$ cat config.mk
export PLATFORM = sky130hd
export DESIGN_NAME = ex_mdu
export DESIGN_NICKNAME = d
export VERILOG_FILES = /design/src/rtl/ex_mdu.sv
export SDC_FILE = /design/constraint.sdc
export NUM_CORES = 1
export LEC_CHECK = 0
export ABC_AREA = 1
export BUFFER_PORTS_ARGS = -buffer_cell sky130_fd_sc_hd__buf_2
export CAP_MARGIN = 20
export CORE_MARGIN = 2
export CORE_UTILIZATION = 35
export CTS_CLUSTER_DIAMETER = 60
export CTS_CLUSTER_SIZE = 10
export DETAILED_ROUTE_END_ITERATION = 6
export SETUP_SLACK_MARGIN = 0.15
export SYNTH_ARGS = -nofsm -noshare
export SYNTH_HDL_FRONTEND = slang
export SYNTH_SLANG_ARGS = --single-unit
$ cat constraint.sdc
create_clock -name CLK -period 5.6 [get_ports CLK]
set_clock_uncertainty 0.15 [all_clocks]
set_input_delay 0.28 -clock CLK [delete_from_list [all_inputs] [get_ports CLK]]
set_output_delay 0.28 -clock CLK [all_outputs]
set_load 0.01 [all_outputs]
$ cat src/rtl/ex_mdu.sv
// RV32M multiply/divide unit: shared 32-iteration radix-2 shift-add / restoring-divide datapath.
// Optional MDU_FAST_MUL_EN: single-cycle 33x33 signed multiplier for MUL/MULH/MULHSU/MULHU.
module ex_mdu (
  input  logic        CLK,
  input  logic        RESET,
  input  logic        START,
  input  logic [2:0]  OP,
  input  logic [31:0] OPERAND1,
  input  logic [31:0] OPERAND2,
  input  logic [4:0]  DEST,
  input  logic        KILL,
  output logic        BUSY,
  output logic [31:0] RESULT,
  output logic        RESULT_VALID,
  output logic [4:0]  RESULT_DEST
);

  localparam int unsigned XLEN   = 32;
  localparam int unsigned CNT_W  = 5;
  localparam int unsigned DEST_W = 5;

  localparam logic [2:0] OP_MUL = 3'd0;
  localparam logic [2:0] OP_DIV = 3'd4;
  localparam logic [2:0] OP_REM = 3'd6;

  typedef enum logic [1:0] {S_IDLE, S_CALC, S_DONE} state_t;

  state_t              state;
  logic [2:0]          op_q;
  logic [DEST_W-1:0]   dest_q;
  logic                neg_q;
  logic [CNT_W-1:0]    cnt_q;
  logic [XLEN-1:0]     hi_q;
  logic [XLEN-1:0]     lo_q;
  logic [XLEN-1:0]     b_q;
  logic [XLEN-1:0]     result_q;
  logic [DEST_W-1:0]   result_dest_q;

  // Request decode: operand signedness, magnitudes and the divide special cases
  logic            is_div, a_signed, b_signed, a_neg, b_neg, neg_req;
  logic            div_zero, div_ovf;
  logic [XLEN-1:0] a_mag, b_mag, special_res;

  always_comb begin
    is_div   = OP[2];
    a_signed = (OP == 3'd0) || (OP == 3'd1) || (OP == 3'd2) || (OP == OP_DIV) || (OP == OP_REM);
    b_signed = (OP == 3'd0) || (OP == 3'd1) || (OP == OP_DIV) || (OP == OP_REM);
    a_neg    = a_signed && OPERAND1[XLEN-1];
    b_neg    = b_signed && OPERAND2[XLEN-1];
    a_mag    = a_neg ? (XLEN'(0) - OPERAND1) : OPERAND1;
    b_mag    = b_neg ? (XLEN'(0) - OPERAND2) : OPERAND2;
    // remainder takes the dividend's sign; everything else the sign product
    neg_req  = (OP == OP_REM) ? a_neg : (a_neg ^ b_neg);
    div_zero = is_div && (OPERAND2 == XLEN'(0));
    div_ovf  = ((OP == OP_DIV) || (OP == OP_REM)) &&
               (OPERAND1 == 32'h8000_0000) && (OPERAND2 == 32'hFFFF_FFFF);
    special_res = '0;
    if (div_zero)     special_res = OP[1] ? OPERAND1 : 32'hFFFF_FFFF;
    else if (div_ovf) special_res = OP[1] ? 32'h0000_0000 : 32'h8000_0000;
  end

`ifdef MDU_FAST_MUL_EN
  logic signed [XLEN:0]     fast_a, fast_b;
  logic signed [2*XLEN-1:0] fast_p;
  logic        [XLEN-1:0]   fast_res;

  always_comb begin
    fast_a   = {a_signed && OPERAND1[XLEN-1], OPERAND1};
    fast_b   = {b_signed && OPERAND2[XLEN-1], OPERAND2};
    fast_p   = fast_a * fast_b;
    fast_res = (OP == OP_MUL) ? fast_p[XLEN-1:0] : fast_p[2*XLEN-1:XLEN];
  end
`endif

  // One datapath step plus the sign-corrected result of that step
  logic [XLEN:0]     mul_sum, div_trial;
  logic [XLEN-1:0]   hi_n, lo_n, dsel, dres, final_res;
  logic [2*XLEN-1:0] prod, prod_s;

  always_comb begin
    mul_sum   = {1'b0, hi_q} + (lo_q[0] ? {1'b0, b_q} : (XLEN+1)'(0));
    div_trial = {hi_q, lo_q[XLEN-1]} - {1'b0, b_q};
    if (op_q[2]) begin
      if (!div_trial[XLEN]) begin
        hi_n = div_trial[XLEN-1:0];
        lo_n = {lo_q[XLEN-2:0], 1'b1};
      end else begin
        hi_n = {hi_q[XLEN-2:0], lo_q[XLEN-1]};
        lo_n = {lo_q[XLEN-2:0], 1'b0};
      end
    end else begin
      hi_n = mul_sum[XLEN:1];
      lo_n = {mul_sum[0], lo_q[XLEN-1:1]};
    end
    prod      = {hi_n, lo_n};
    prod_s    = neg_q ? ((2*XLEN)'(0) - prod) : prod;
    dsel      = op_q[1] ? hi_n : lo_n;
    dres      = neg_q ? (XLEN'(0) - dsel) : dsel;
    final_res = op_q[2] ? dres :
                ((op_q == OP_MUL) ? prod_s[XLEN-1:0] : prod_s[2*XLEN-1:XLEN]);
  end

  always_ff @(posedge CLK) begin
    if (RESET) begin
      state         <= S_IDLE;
      op_q          <= '0;
      dest_q        <= '0;
      neg_q         <= 1'b0;
      cnt_q         <= '0;
      hi_q          <= '0;
      lo_q          <= '0;
      b_q           <= '0;
      result_q      <= '0;
      result_dest_q <= '0;
    end else if (KILL) begin
      state <= S_IDLE;
    end else begin
      case (state)
        S_IDLE: begin
          if (START) begin
            op_q   <= OP;
            dest_q <= DEST;
            neg_q  <= neg_req;
            cnt_q  <= '0;
            hi_q   <= '0;
            lo_q   <= is_div ? a_mag : b_mag;
            b_q    <= is_div ? b_mag : a_mag;
            if (div_zero || div_ovf) begin
              result_q      <= special_res;
              result_dest_q <= DEST;
              state         <= S_DONE;
`ifdef MDU_FAST_MUL_EN
            end else if (!is_div) begin
              result_q      <= fast_res;
              result_dest_q <= DEST;
              state         <= S_DONE;
`endif
            end else begin
              state <= S_CALC;
            end
          end
        end
        S_CALC: begin
          hi_q  <= hi_n;
          lo_q  <= lo_n;
          cnt_q <= cnt_q + CNT_W'(1);
          if (cnt_q == CNT_W'(XLEN - 1)) begin
            result_q      <= final_res;
            result_dest_q <= dest_q;
            state         <= S_DONE;
          end
        end
        S_DONE:  state <= S_IDLE;
        default: state <= S_IDLE;
      endcase
    end
  end

  // Stall must reach upstream in the request cycle itself, so BUSY is combinational
  assign BUSY         = !RESET && (((state == S_IDLE) && START && !KILL) || (state == S_CALC));
  assign RESULT_VALID = (state == S_DONE) && !KILL;
  assign RESULT       = result_q;
  assign RESULT_DEST  = result_dest_q;

endmodule

==> key figures <==
STA
  • # setup viols final: 0
  • Slew margin rel.: 0.197
  • Final worst path period share: 0.949
  • Worst slew pin tran: 1.19 ns
  • F_max: ~190 MHz
  • Min Tclk post-route: approximately 5.3 ns
  • RSZ-0062 raised after global routing: false
  • Slew Viols, Final: 0
  • Final hold violation count: 0
  • Post-route setup TNS: 0 ns

Clocking
  • Clk sinks: between 100 and 150
  • Worst-path clk slew: about 0.07 ns
  • CTS Buf Count: 17
  • Root Driver: clkbuf_16
  • Setup bufs post-CTS: 0
  • CTS Buffer Depth: 2
  • Worst skew pair latency: 0.48 ns
  • CTS tree: done
  • H-tree Lvls: 4

Worst setup path
  • Critical path arrival: about 5.6 ns
  • Worst stage delay on the critical path: between 0.7 and 0.8 ns
  • Critical path class: flip-flop to flip-flop
  • Crit. End Element: flip-flop
  • Startpoint Class: flip-flop
  • CP Cell Sequence: buf_4, nand2_1, inv_1, ha_1, a21oi_1, o21ai_0, a21oi_1, nor2_1, nor2_1, nand2_1, o21ai_0, nand2_1, nor2_1, nand2_1, nor2_1, nand3_1, nand3_1, nand2_1, o21bai_1, nand3_1, a21oi_1
  • Worst-path maximum fanout: 22
  • Crit path max-delay cell type: dfxtp_2
  • Most frequent CP cell: nand2_1
  • Worst EP required: around 6 ns

Global route
  • Initial antenna violation count: 5
  • Largest net degree at the start of global routing: 75
  • First-pass GRT wire length: about 130 mm
  • Overall Global Routing Usage: 0.331
  • Vias in the first global route: roughly 20000
  • Grt total ovfl: 0

Yosys
  • Syn Nets: 3449
  • Post-synthesis adder-cell area fraction: 0.0511
  • Sequential fraction of the synthesis area: 0.164
  • Post-Synth Simple-Gate Area: 0.419
  • Avg Cell Area, Syn: 5.50 um^2
  • Synth Area in Compound Gates: 0.195
  • Cells after Synth: 3300
  • #FFs+latches synth: ~150
  • Area of the mapped netlist: 18200 um^2
  • XOR/XNOR share of the synthesized area: 0.0468
  • Post-synthesis cell type count: 58
  • Largest family of logic cells by synthesized area: simple AND/OR/NAND/NOR gates
  • Async set or reset register ratio after synthesis: 0
  • Mux share of post-synthesis cell area: 0
  • EDFF count, synth: 0
  • Yosys warnings: 0
  • Synth Flop Type: dfxtp_1

Power and ir drop
  • Worst VDD drop: around 270 uV
  • Comb power frac: 0.445
  • Flop pwr share: 0.275
  • PwrDens: around 210 nW/um^2
  • Clock share of power: 0.281
  • Net switching power: 0.00196 W
  • Sw frac: 0.465
  • Leakage power: approximately 10 nW
  • Internal power: 0.00226 W

Route
  • Iteration-0 DRC Markers: 3047
  • Wire per inst: approximately 22 um
  • Number of remaining DRC errors: 0
  • Via density: ~5.6
  • Via Count: 22796
  • TritonRoute pass-1 iters: 6
  • Final ANT Viol Nets: 0
  • Total wire length: 90.6 mm

Floorplanning
  • Starting Density: 0.354
  • Die area: roughly 54000 um^2
  • Die X: between 200 and 250 um
  • Core area: 51300 um^2
  • FP Rows: 83
  • Num ports: between 100 and 150
  • Die H: approximately 230 um

Outcome
  • Status: finished clean

Final layout
  • Most common cell after layout, fill and taps aside: nand2_1
  • Finished Layout Cells: roughly 4000
  • Most frequent cells in the layout: nand2_1 (914), inv_1 (435), nor2_1 (372), nand3_1 (258), a21oi_1 (246)
  • Layout cells sized above 1: 0.0924
  • Area growth, synth to finish: 10.4%
  • Fillers: a little under 6000
  • Nets@finish: 3500
  • Final Util: 0.391

Job
  • MaxCap Viol Count: 0

Place
  • Dpl hpwl: between 70 and 80 mm
  • Cell count after placement: 4003
  • Final RePlAce weighted congestion: ~1.1
  • Port buffer count: between 100 and 150

Hold path
  • Type of the most critical hold path: input pin to flip-flop
## Yosys cell counts, types with 7 or more instances
cell type,number,area [um^2]
nand2_2,29,181
ha_1,71,888
xnor2_1,20,175
o21ai_2,9,78.8
o211ai_1,28,210
o21bai_1,7,52.6
a31oi_1,22,138
nor2_4,7,78.8
nand2_1,915,3430
a21oi_1,246,1230
clkbuf_1,89,334
o21ai_0,230,1150
nor3_1,46,230
o22ai_1,10,62.6
nor4_1,10,62.6
nand4_1,49,307
nor2_2,12,75.1
a221oi_1,23,201
nor2_1,374,1400
inv_2,9,33.8
nand3_1,258,1290
or2_2,16,100
buf_2,19,95.1
o21ai_1,25,125
inv_1,437,1640
xor2_1,77,674
nand3b_1,12,90.1
nand3_2,16,160
dfxtp_1,149,2980
buf_1,18,67.6
a21o_1,7,52.6
a21boi_1,8,60.1
## worst max-delay path: cells and delay by family (launching register included)
kind                       cells  cell delay, ns
DFF                            1            0.73
buffers and inverters          2            0.45
adders and majority gates      1            0.31
and+or+nand+nor               12            1.95
AOI/OAI and AO/OA              6            1.64
## power groups by stage
stage | Clock, W | Combinational [W] | Sequential, W
global route | 0.00122 | 0.00202 | 0.00116
CTS | 0.00118 | 0.00181 | 0.00116
finish | 0.00119 | 0.00188 | 0.00116
global placement | 0 | 0.00181 | 0.00118
detailed placement | 0 | 0.00180 | 0.00118
floorplan | 0 | 0.00120 | 0.00116
## final timing paths
path,startpoint,end,slack [ns],cells after the start
max,lo_q[0]$_SDFFE_PP0P_,RESULT[29]$_SDFFE_PP0P_,0.28,21
min,OPERAND1[3],RESULT[3]$_SDFFE_PP0P_,0.08,3
max reg2reg,lo_q[0]$_SDFFE_PP0P_,RESULT[29]$_SDFFE_PP0P_,0.28,21
min reg2reg,RESULT[31]$_SDFFE_PP0P_,RESULT[31]$_SDFFE_PP0P_,0.32,2
## cell type report
| class | count | area, um^2 | area share |
|---|---|---|---|
| Antenna cell | 1 | 2.50 | 0.000125 |
| Clock buffer | 18 | 429 | 0.0214 |
| Clock inverter | 14 | 140 | 0.00699 |
| Inverter | 447 | 1680 | 0.0837 |
| Multi-Input combinational cell | 2570 | 12900 | 0.646 |
| Sequential cell | 149 | 2990 | 0.149 |
| Tap cell | 680 | 851 | 0.0425 |
| Timing Repair Buffer | 166 | 1000 | 0.0500 |
## layer usage
metal	GRT usage	vias up	part of all wire
li1	-	10808	-
met4	0.199	6	0.068
met2	0.497	1291	0.42
met5	0	-	0.00045
met1	0.433	10404	0.41
met3	0.0706	287	0.11
## flip-flops by register name, indices dropped and copies added, names as in the netlist, 2 cells and up
signal,cells
RESULT_DEST,5
dest_q,5
state,2
lo_q,32
b_q,32
RESULT,32
cnt_q,5
hi_q,32
op_q,3
## kinds of logic after synthesis
group / Yosys count
adder cells (fa/ha/maj): 73
flip-flops: 149
buffers and inverters: 581
AND/OR/NAND/NOR: 1764
XOR/XNOR: 97
AO/OA/AOI/OAI: 636
## repair_timing
item,in CTS,in global routing
hold buffers,8,0
hold endpoints to repair,13,0
setup endpoints to repair,0,2
resized for setup,0,2
## metrics by stage
stage	hold slack (ns)	instance area, um^2	total power [W]	setup slack (ns)
6_report	0.0763	20000	0.00422	0.284
5_1_grt	0.0891	20000	0.00441	0.155
4_1_cts	0.0499	20000	0.00415	0.641
3_5_place_dp	0.303	19300	0.00298	0.671
3_3_place_gp	0.308	19300	0.00299	0.601
2_1_floorplan	0.208	18200	0.00236	1.35
Note: power is estimated with default switching activity, not from simulation.
